===== config.mk =====
export PLATFORM = sky130hd
export DESIGN_NAME = fetch_queue
export DESIGN_NICKNAME = d
export VERILOG_FILES = /design/src/rtl/fetch_queue.sv
export SDC_FILE = /design/constraint.sdc
export NUM_CORES = 1
export LEC_CHECK = 0
export CAP_MARGIN = 30
export CORE_ASPECT_RATIO = 0.75
export CORE_UTILIZATION = 50
export CTS_BUF_LIST = sky130_fd_sc_hd__clkbuf_4 sky130_fd_sc_hd__clkbuf_8 sky130_fd_sc_hd__clkbuf_16
export DETAILED_ROUTE_END_ITERATION = 8
export HOLD_SLACK_MARGIN = 0.03
export PLACE_DENSITY = 0.8
export REMOVE_ABC_BUFFERS = 1
export SLEW_MARGIN = 5
export SYNTH_ARGS = -nofsm -noshare
export SYNTH_HDL_FRONTEND = slang
export SYNTH_SLANG_ARGS = --single-unit

===== constraint.sdc =====
create_clock -name Clk -period 9.17 [get_ports Clk]
set_clock_uncertainty 0.05 [all_clocks]
set_input_delay 0.917 -clock Clk [delete_from_list [all_inputs] [get_ports Clk]]
set_output_delay 0.917 -clock Clk [all_outputs]
set_load 0.03 [all_outputs]

===== src/rtl/fetch_queue.sv =====
`default_nettype none
// ============================================================================
// Module   : fetch_queue
// Purpose  : Instruction prefetch buffer between the fetch stage and the IF/ID
//            register. Fetch pushes {PC+4, instruction} pairs while there is
//            room. Decode pops them with a valid/ready handshake. A redirect
//            flush empties the buffer in a single cycle.
// Revision : 1.0 - initial release
// ----------------------------------------------------------------------------
// Parameters
//   DEPTH        number of entries (power of two, >= 2)
//   ADDR_W       width of the stored PC field
//   INSTR_W      width of the stored instruction field
//   AFULL_THRESH occupancy at or above which almost_full asserts (1..DEPTH)
// Ports
//   Clk          sole clock, rising edge
//   Reset        asynchronous, active-high reset
//   enq_valid    fetch presents an entry
//   enq_pc       PC+4 of the fetched instruction
//   enq_instr    fetched instruction word
//   enq_ready    buffer accepts an entry this cycle
//   deq_valid    head entry is available
//   deq_pc       PC field of the head entry
//   deq_instr    instruction field of the head entry
//   deq_ready    decode consumes the head entry this cycle
//   Flush        redirect: discard all entries at the next edge
//   count        registered occupancy, 0..DEPTH
//   almost_full  registered (count >= AFULL_THRESH)
// Build option
//   FETCHQ_BYPASS_EN  when defined, an entry offered to an empty buffer while
//                     decode is ready goes straight to deq_* in the same
//                     cycle and is not stored.
// ============================================================================
module fetch_queue #(
    parameter int DEPTH        = 4,
    parameter int ADDR_W       = 32,
    parameter int INSTR_W      = 32,
    parameter int AFULL_THRESH = DEPTH - 1
) (
    input  logic                     Clk,
    input  logic                     Reset,
    input  logic                     enq_valid,
    input  logic [ADDR_W-1:0]        enq_pc,
    input  logic [INSTR_W-1:0]       enq_instr,
    output logic                     enq_ready,
    output logic                     deq_valid,
    output logic [ADDR_W-1:0]        deq_pc,
    output logic [INSTR_W-1:0]       deq_instr,
    input  logic                     deq_ready,
    input  logic                     Flush,
    output logic [$clog2(DEPTH):0]   count,
    output logic                     almost_full
);

    localparam int                 c_PTR_W = $clog2(DEPTH);
    localparam int                 c_CNT_W = c_PTR_W + 1;
    localparam logic [c_CNT_W-1:0] c_DEPTH = c_CNT_W'(DEPTH);
    localparam logic [c_CNT_W-1:0] c_AFULL = c_CNT_W'(AFULL_THRESH);

    // ------------------------------------------------------------------------
    // State
    // ------------------------------------------------------------------------
    logic [ADDR_W-1:0]  r_mem_pc    [DEPTH];
    logic [INSTR_W-1:0] r_mem_instr [DEPTH];
    logic [c_PTR_W-1:0] r_wr_ptr;
    logic [c_PTR_W-1:0] r_rd_ptr;
    logic [c_CNT_W-1:0] r_count;
    logic               r_almost_full;

    // ------------------------------------------------------------------------
    // Handshake decode
    // ------------------------------------------------------------------------
    logic               w_full;
    logic               w_empty;
    logic               w_stored_valid;
    logic               w_bypass;
    logic               w_enq;
    logic               w_deq;
    logic [c_CNT_W-1:0] w_count_nxt;

    assign w_full  = (r_count == c_DEPTH);
    assign w_empty = (r_count == '0);

    // enq_ready looks only at state and Flush. A full buffer therefore
    // refuses an entry even when decode pops in the same cycle.
    assign enq_ready      = !w_full && !Flush;
    assign w_stored_valid = !w_empty && !Flush;

`ifdef FETCHQ_BYPASS_EN
    // Reset is included so that a fetch entry offered while reset is held
    // cannot appear on deq_*.
    assign w_bypass  = w_empty && enq_valid && deq_ready && !Flush && !Reset;
    assign deq_pc    = w_bypass ? enq_pc    : r_mem_pc[r_rd_ptr];
    assign deq_instr = w_bypass ? enq_instr : r_mem_instr[r_rd_ptr];
`else
    assign w_bypass  = 1'b0;
    assign deq_pc    = r_mem_pc[r_rd_ptr];
    assign deq_instr = r_mem_instr[r_rd_ptr];
`endif

    assign deq_valid = w_stored_valid || w_bypass;

    // A bypassed entry is consumed in flight, so it neither writes nor pops.
    assign w_enq = enq_valid && enq_ready && !w_bypass;
    assign w_deq = w_stored_valid && deq_ready;

    always_comb begin
        w_count_nxt = r_count;
        if (Flush) begin
            w_count_nxt = '0;
        end else begin
            case ({w_enq, w_deq})
                2'b10:   w_count_nxt = r_count + 1'b1;
                2'b01:   w_count_nxt = r_count - 1'b1;
                default: w_count_nxt = r_count;
            endcase
        end
    end

    // ------------------------------------------------------------------------
    // Pointers, occupancy and almost_full
    // ------------------------------------------------------------------------
    always_ff @(posedge Clk or posedge Reset) begin
        if (Reset) begin
            r_wr_ptr      <= '0;
            r_rd_ptr      <= '0;
            r_count       <= '0;
            r_almost_full <= 1'b0;
        end else begin
            r_count       <= w_count_nxt;
            r_almost_full <= (w_count_nxt >= c_AFULL);
            if (Flush) begin
                r_wr_ptr <= '0;
                r_rd_ptr <= '0;
            end else begin
                // Pointer widths are log2(DEPTH), so they wrap on their own.
                if (w_enq) r_wr_ptr <= r_wr_ptr + 1'b1;
                if (w_deq) r_rd_ptr <= r_rd_ptr + 1'b1;
            end
        end
    end

    // ------------------------------------------------------------------------
    // Storage: cleared on reset only. A flush just rewinds the pointers.
    // ------------------------------------------------------------------------
    always_ff @(posedge Clk or posedge Reset) begin
        if (Reset) begin
            for (int i = 0; i < DEPTH; i++) begin
                r_mem_pc[i]    <= '0;
                r_mem_instr[i] <= '0;
            end
        end else if (w_enq) begin
            r_mem_pc[r_wr_ptr]    <= enq_pc;
            r_mem_instr[r_wr_ptr] <= enq_instr;
        end
    end

    assign count       = r_count;
    assign almost_full = r_almost_full;

endmodule
`default_nettype wire


# Yosys cells after proc, flatten, opt, wreduce, memory -nomap -nowiden
# Cells that the tools add are included.
# totals
register_bits,264
out_inout_bits,70
word_cells,52
# classes
add_sub_neg,4
order_cmp,4
n_eq_ne,3
mux,16
n_bitwise,2
reduce_logical,11
# ops
op,n
$bwmux 128,2
$mux 32,5
$bmux 32 s2,2
$demux 32 s2,1
$mux 2,4
$ge 3x3->1 const B,2
$not 2->3,2
$pmux 3 s2,1
$logic_and 1x1->1,5
$add 2x1->2 const B,2
$reduce_bool 2->1,2
$add 3x1->3 const B,1
$eq 3x3->1 const B,1
$ge 3x2->1 const B,1
$logic_not 1->1,3
$logic_not 3->1,1
$lt 3x1->1 const B,1
$mux 3,1
$sub 3x1->3 const B,1
$eq 2x1->1 const B,1
$eq 2x2->1 const B,1

# Longest topological paths before layout
# Gate-level depths: netlist of the first run.
# logic_depth
ltp_word,8
depth_mapped,8

# Worst setup path before layout of the first run
# OpenSTA, ideal clock, no wires.
# synth_path
path_kind,input port to flip-flop
startpoint,input Flush
endpoint,register r_almost_full (netlist: almost_full)
setup_ns,0.087
t_arrival_ns,2.728
required_time_ns,9.033
slack_ns,6.306
path_stages,7
n_path_buf,1
path_cell_list,buf_2 or3_1 ha_1 fa_1 xnor2_1 or4_1 o211ai_1
# synth_via
elab_chain_len,7
word_cells_on_any_way,10
cone_classes,order compare (1); eq/ne (2); mux (2); reduce/logical (5)
# synth_rtl
item,line,source
"start, declared",50,"input logic Flush,"
$logic_not 1->1,"86, 87",
"$logic_and 1x1->1, on equally long branches","87, 86",
"$logic_and 1x1->1, on equally long branches","105, 104",
$eq 2x1->1 or $eq 2x2->1 (tied branches),112,"case ({w_enq, w_deq})"
$pmux 3 s2,112,
$mux 3 (*),109,if (Flush) begin
$ge 3x2->1 (*),131,r_almost_full <= (w_count_nxt >= c_AFULL);
"end signal, assigned",131,
"end, declared",68,logic r_almost_full;
# Every way passes the cells marked *; elsewhere a longest branch is shown, timed or not.
# A chain may end at the register's enable or synchronous reset.

# Worst setup path after layout of the first run
# layout_path
startpoint,register r_rd_ptr[0]
endpoint,output deq_instr[8]
# layout_via
elab_chain_len,4
# layout_rtl
item,line,source
"start, declared",66,logic [c_PTR_W-1:0] r_rd_ptr;
"start signal, assigned",138,if (w_deq) r_rd_ptr <= r_rd_ptr + 1'b1;
$not 2->3 (implied by the code),98,assign deq_instr = r_mem_instr[r_rd_ptr];
$bmux 32 s2,98,
$mux 32 (implied by the code) (2 in a row),98,
"end, declared",48,"output logic [INSTR_W-1:0] deq_instr,"
# Every way passes these cells. The select of a mux whose other input is x is not followed.

==> results.md, run 1 <==
- Iter 0 DRT Violations: 255
- Unrepaired setup endpoints after global routing: false
- Clock tree buffer depth: 3
- PwrDens: approximately 280 mW/mm^2
- Post-synth EDFFs: 0
- Hold Buf Count CTS: 0
- Reg2reg path depth: 5
- Overflow after GRT: 0
- Status: complete, no violations
- Antenna violations before repair: 0
- Post-synthesis sequential area ratio: 51.6%
- Port Buf Inserts: approximately 140
- Fillers: roughly 1800
- Synth area leaders: dfrtp_1, mux2_4, mux4_2
- Max Clk Rate: 0.228 GHz
- CTS buffer count: 26
- DP HPWL: 14900 um
- Ports: 139
- Vias post-DR: between 6000 and 7000
- Footprint of the multi-input gates: roughly 0.0056 sq mm
- Final Hold Vio Count: 0
- Ys async rst share: between 90% and 100%
- CTS sink cnt: roughly 260
- Total Power: 4.21 mW
- Die Width: 187 um
- Routed WL: 25200 um
- Ys Warns: 0
- Worst path arrival time: 3.42 ns
- Htree depth: 1
- Final worst-path cycle share: between 40% and 50%
- Hold depth: 1
- Row count: 50
- # Post-CTS Setup Buffers: 0
- Largest net degree at the start of global routing: approximately 130
- Vias per cell: approximately 5.5
- Critical path class: register to output pin
- Worst Setup End Kind: output pin
- Clock-pin slew on the worst setup and hold paths: 0.06 ns
- Slew margin rel.: around a third
- WL per Instance: 21.6 um
- Clk Latency, worst-skew pair: around 0.53 ns
- Core area: between 0.02 and 0.03 sq mm
- Share of cells above drive strength 1: 47.1%
- Antenna fix cells: 0
- Total GRT Usage: about a fifth
- Min-Delay Path Class: register to register
- Maximum vdd drop: 0.000160 V
- Drt drc: 0
- DRT Pass-1 Iters: 6
- RD Place Congestion: 0.738
- Top_reg_cell synth: dfrtp_1
- Critical path launch point type: register
- First-pass GRT wire length: between 40000 and 50000 um
- Worst endpoint required time: 8.20 ns
- R2R Setup Slk: 5.82 ns
- Dominant cell type by area after synthesis: dfrtp_1
- Actual slew at the worst max-slew pin: just under 1 ns
- Top cell type's share of synthesized area: 51.6%
- Antenna-violating nets left: 0
- Cells after synthesis: 674
- Yosys reg bits: 264
- Vias in the first global route: 7118
- Final TNS setup: 0 ns
- Post-CTS sizing: 0
- Synth-to-Final Area Change: 17.9%
- TritonCTS clock tree: built
- Sequential cell area: 0.00661 sq mm
- Crit-path max FO: 34
- Post-Syn Area: 0.0128 sq mm
- Post-Syn Area per Cell: 19.0 sq um
- Final Max Tran Viols: 0
- Synth unique cells: 30
- Leak: ~6.5 nW
- Nets@finish: 884
- DIE AREA: 0.0262 sq mm
- Clk Tree Root Cell: clkbuf_16
- Die height: approximately 140 um
- Final setup fails: 0
- Fin crit period: between 4 and 5 ns
- Initial core utilization: 51.1%
- Max-Cap Viols: 0
==> layer usage <==
metal	global-route usage, %	part of all wire (%)	vias to the layer above
met1	31.2	51	3463
met4	3.45	1.5	0
met5	0	0	-
li1	-	-	2774
met3	4.11	5.1	31
met2	28.7	42	157
==> worst max-delay path, cell delays in order (launching register included) <==
cell and delay [ns]:
dfrtp_4 0.90, buf_4 0.71, mux4_2 0.65, clkdlybuf4s50_1 0.62
==> final timing paths <==
| check | from | endpoint |
|---|---|---|
| min in group asynchronous | Reset | r_mem_instr[82] |
| max reg2reg | count[0] | r_mem_pc[127] |
| min reg2reg | r_mem_pc[28] | r_mem_pc[28] |
| max in group asynchronous | Reset | r_rd_ptr[0] |
| min | r_mem_pc[28] | r_mem_pc[28] |
| max | r_rd_ptr[0] | deq_instr[8] |
==> layout by cell type (no fill, tap or decap), drive strengths merged, types with 3 or more instances in the layout <==
master         synthesis  final
nor2                   9      9
ha                     5      5
clkbuf                 2     34
clkinv                 0      8
xor2                   3      3
clkdlybuf4s50          0    138
nor4b                  4      4
mux2                 257    257
bufinv                 0      3
mux4                  64     64
dfrtp                264    264
buf                   43     14
inv                    4      5
==> where the power goes <==
group	switching (mW)	internal (mW)	leakage, nW	total, mW
Clock	0.453	0.659	0.451	1.11
Sequential	0.228	1.53	3.28	1.76
Combinational	0.500	0.840	2.82	1.34
==> registers in the layout, summed over array words and instances, names as in the netlist <==
register	count
almost_full	1
count	3
r_mem_instr	128
r_mem_pc	128
r_rd_ptr	2
r_wr_ptr	2
==> area by class of cell <==
cell class	instances	share of cell area (%)
clock inverters	13	0.971
clock buffers	34	4.95
multi-input cells	361	37.2
flip-flops and latches	264	43.8
inverters	4	0.149
well taps	338	2.80
repair buffers	152	10.1
==> stage by stage <==
stage | area [sq um] | cells | hold slack (ns) | util, % | setup slack [ns]
6_report | 15100 | 1166 | 0.453 | 60.3 | 4.78
5_1_grt | 15100 | 1166 | 0.468 | 60.3 | 4.54
4_1_cts | 15000 | 1164 | 0.457 | 60.0 | 4.65
3_5_place_dp | 14100 | 1117 | 0.439 | 56.5 | 4.53
3_3_place_gp | 14100 | 1117 | 0.435 | 56.5 | 4.65
2_1_floorplan | 12200 | 629 | 0.425 | - | 0.934
==> cell usage after synthesis, drive strengths merged, types with 2 or more instances <==
cell,number
buf,43
ha,5
o21ai,2
mux2,257
inv,4
clkbuf,2
nand2,2
or3,2
xor2,3
nor4b,4
nor2,9
mux4,64
dfrtp,264
==> cell families (layout without fill, tap and decap cells) <==
logic type	after synthesis	count (layout)	synth area share, %
xor+xnor	4	4	0.274
fa+ha+maj	6	6	0.646
compound gates	8	8	0.421
buf+inv	49	203	4.82
simple gates	21	21	1.18
flops	264	264	51.6
mux	322	322	41.0
Power figures use the tool's default switching activity.
==> run 2: changes to the inputs <==
--- a/config.mk
+++ b/config.mk
@@ -11,7 +11,7 @@
 export CTS_BUF_LIST = sky130_fd_sc_hd__clkbuf_4 sky130_fd_sc_hd__clkbuf_8 sky130_fd_sc_hd__clkbuf_16
 export DETAILED_ROUTE_END_ITERATION = 8
 export HOLD_SLACK_MARGIN = 0.03
-export PLACE_DENSITY = 0.8
+export PLACE_DENSITY = 0.83
 export REMOVE_ABC_BUFFERS = 1
 export SLEW_MARGIN = 5
 export SYNTH_ARGS = -nofsm -noshare
==> constraint.sdc (replaced) <==
create_clock -name Clk -period 3.6 [get_ports Clk]
set_clock_uncertainty 0.05 [all_clocks]
set_input_delay 0.36 -clock Clk [delete_from_list [all_inputs] [get_ports Clk]]
set_output_delay 0.36 -clock Clk [all_outputs]
set_load 0.03 [all_outputs]
==> run 2 against run 1 <==
Effect of this change: clock power rose by 140%; total power rose to 2.5 times the previous value; routed wire length down 0.79%; largest cell class unchanged; largest power group unchanged.
==> results.md, run 2 (synthesized netlist as in run 1, its figures left out) <==
- Unrepaired setup endpoints after global routing: false (unchanged)
- Final worst-path cycle share: about nine tenths
- Worst reg2reg startpoint: count[0] (unchanged)
- PnR worst setup slack: 0.411 ns (was 4.78 ns)
- First-pass GRT wire length: 40900 um (was 41500 um)
- Actual slew at the worst max-slew pin: 0.778 ns (was 0.979 ns)
- Critical-path top delay cell: dfrtp_4 (unchanged)
- Iter 0 DRT Violations: 294 (was 255)
- Non-filler instance count after layout: 1168 (was 1166)
- Clock-pin slew on the worst setup and hold paths: 0.06 ns (about the same)
- Overflow after GRT: 0 (unchanged)
- Critical Path Max Stage Delay: 0.73 ns (was 0.90 ns)
- Final Max Tran Viols: 0 (unchanged)
- Drt drc: 0 (unchanged)
- DP HPWL: 15000 um (was 14900 um)
- Initial core utilization: 51.1% (unchanged)
- # Post-CTS Setup Buffers: 0 (unchanged)
- Antenna fix cells: 0 (unchanged)
- Final Hold Vio Count: 0 (unchanged)
- Status: complete, no violations (unchanged)
- Vias in the first global route: 7067 (was 7118)
- Critical path launch point type: register (unchanged)
- Most frequent cells in the layout: dfrtp_1, mux2_4, clkdlybuf4s50_1 (unchanged)
- Ports: 139 (unchanged)
- Worst endpoint required time: 3.19 ns (was 8.20 ns)
- PwrDens: 700 mW/mm^2 (was 279 mW/mm^2)
- Gate family responsible for the most delay along the worst path: buffers and inverters (unchanged)
- Leak: 6.56 nW (was 6.55 nW)
- Clk Latency, worst-skew pair: 0.53 ns (about the same)
- Routed WL: 25000 um (was 25200 um)
- Htree depth: 1 (unchanged)
- Final core utilization: 60.6% (was 60.3%)
- Share of cells above drive strength 1: 47.2% (was 47.1%)
- RD Place Congestion: 0.765 (was 0.738)
- Max-Cap Viols: 0 (unchanged)
- Min-Delay Path Class: primary input to asynchronous set/reset pin (was register to register)
- Placed cells: 1123 (was 1117)
- Port Buf Inserts: 138 (unchanged)
- Largest net degree at the start of global routing: 110 (was 131)
- Commonest non-fill, non-tap cell in the layout: dfrtp_1 (unchanged)
- Worst path arrival time: 2.78 ns (was 3.42 ns)
- CTS sink cnt: 264 (unchanged)
- Die height: 141 um (unchanged)
- Total GRT Usage: 19.6% (was 19.9%)
- Vias post-DR: 6363 (was 6425)
- Hold Buf Count CTS: 0 (unchanged)
- CTS buffer count: 27 (was 26)
- Core area: 0.0250 sq mm (unchanged)
- Clock tree buffer depth: 3 (unchanged)
- Buffers and inverters on the worst path: 2 (unchanged)
- Vias per cell: 5.45 (was 5.51)
- Final setup fails: 0 (unchanged)
- Max Clk Rate: approximately 0.31 GHz
- DRT Pass-1 Iters: 4 (was 6)
- Critical path class: register to output pin (unchanged)
- Place WS: 0.661 ns (was 4.53 ns)
- Antenna-violating nets left: 0 (unchanged)
- CP Cell Sequence: buf_12 > mux4_2 > clkdlybuf4s50_1 (was buf_4 > mux4_2 > clkdlybuf4s50_1)
- Antenna violations before repair: 1 (was 0)
- Worst Setup End Kind: output pin (unchanged)
- Die Width: 187 um (unchanged)
- Clk Tree Root Cell: clkbuf_16 (unchanged)
- Synth-to-Final Area Change: 18.4% (was 17.9%)
- Slew margin rel.: 48.1% (was 34.4%)
- WL per Instance: 21.4 um (was 21.6 um)
- Post-CTS sizing: 0 (unchanged)
- Maximum vdd drop: 0.000440 V (was 0.000160 V)
- Fin crit period: 3.19 ns
- Row count: 50 (unchanged)
- Nets@finish: 889 (was 884)
- DIE AREA: 0.0262 sq mm (unchanged)
- Crit-path max FO: 27 (was 34)
- Crit. Startpoint: r_rd_ptr[0] (unchanged)
- TritonCTS clock tree: built (unchanged)
## run 2: final timing paths
check / end / slack, ns / cells after the start
worst max-delay path: deq_pc[19] / 0.41 / 3
worst min-delay path: r_mem_pc[35] / 0.31 / 2
worst max register to register: almost_full / 1.01 / 7
worst min register to register: r_mem_instr[58] / 0.45 / 1
max in group asynchronous: r_mem_instr[89] / 2.36 / 3
min in group Clk: r_mem_instr[58] / 0.45 / 1
## run 2: per-stage QoR
step / total power, mW / instance area [sq um] / setup TNS (ns) / hold slack (ns)
2_1_floorplan: 6.94 / 12200 / -1964.93 / 0.373
3_3_place_gp: 7.83 / 14300 / 0 / 0.434
3_5_place_dp: 7.94 / 14300 / 0 / 0.437
4_1_cts: 10.7 / 15200 / 0 / 0.361
5_1_grt: 11.1 / 15200 / 0 / 0.394
6_report: 10.6 / 15200 / 0 / 0.309
## run 2: layout make-up
cell class / count / area, sq um
repair buffers: 156 / 1640
inverters: 4 / 22.5
fillers: 1837 / 9870
clock inverters: 6 / 33.8
well taps: 338 / 423
flip-flops and latches: 264 / 6610
multi-input cells: 361 / 5600
clock buffers: 39 / 816
## run 2: worst reg2reg max path, cell delays in order, from the launching register on
cell and delay (ns):
dfrtp_1 0.57, nor3b_4 0.16, or3_1 0.37, ha_1 0.26, fa_1 0.39, xnor2_1 0.16, or4_1 0.44, o211ai_1 0.10
## run 2: metal layers
layer,GRT usage [%],vias to the layer above,wire length [um]
met2,29.5,141,11200
met4,2.98,2,295
met1,29.7,3412,12100
li1,-,2778,-
met5,0,-,12
met3,4.56,30,1420
## run 2: power by group
part | internal, mW | switching, mW
combinational | 2.16 | 1.29
sequential | 3.91 | 0.565
clock | 1.56 | 1.13
total | 7.62 | 2.98
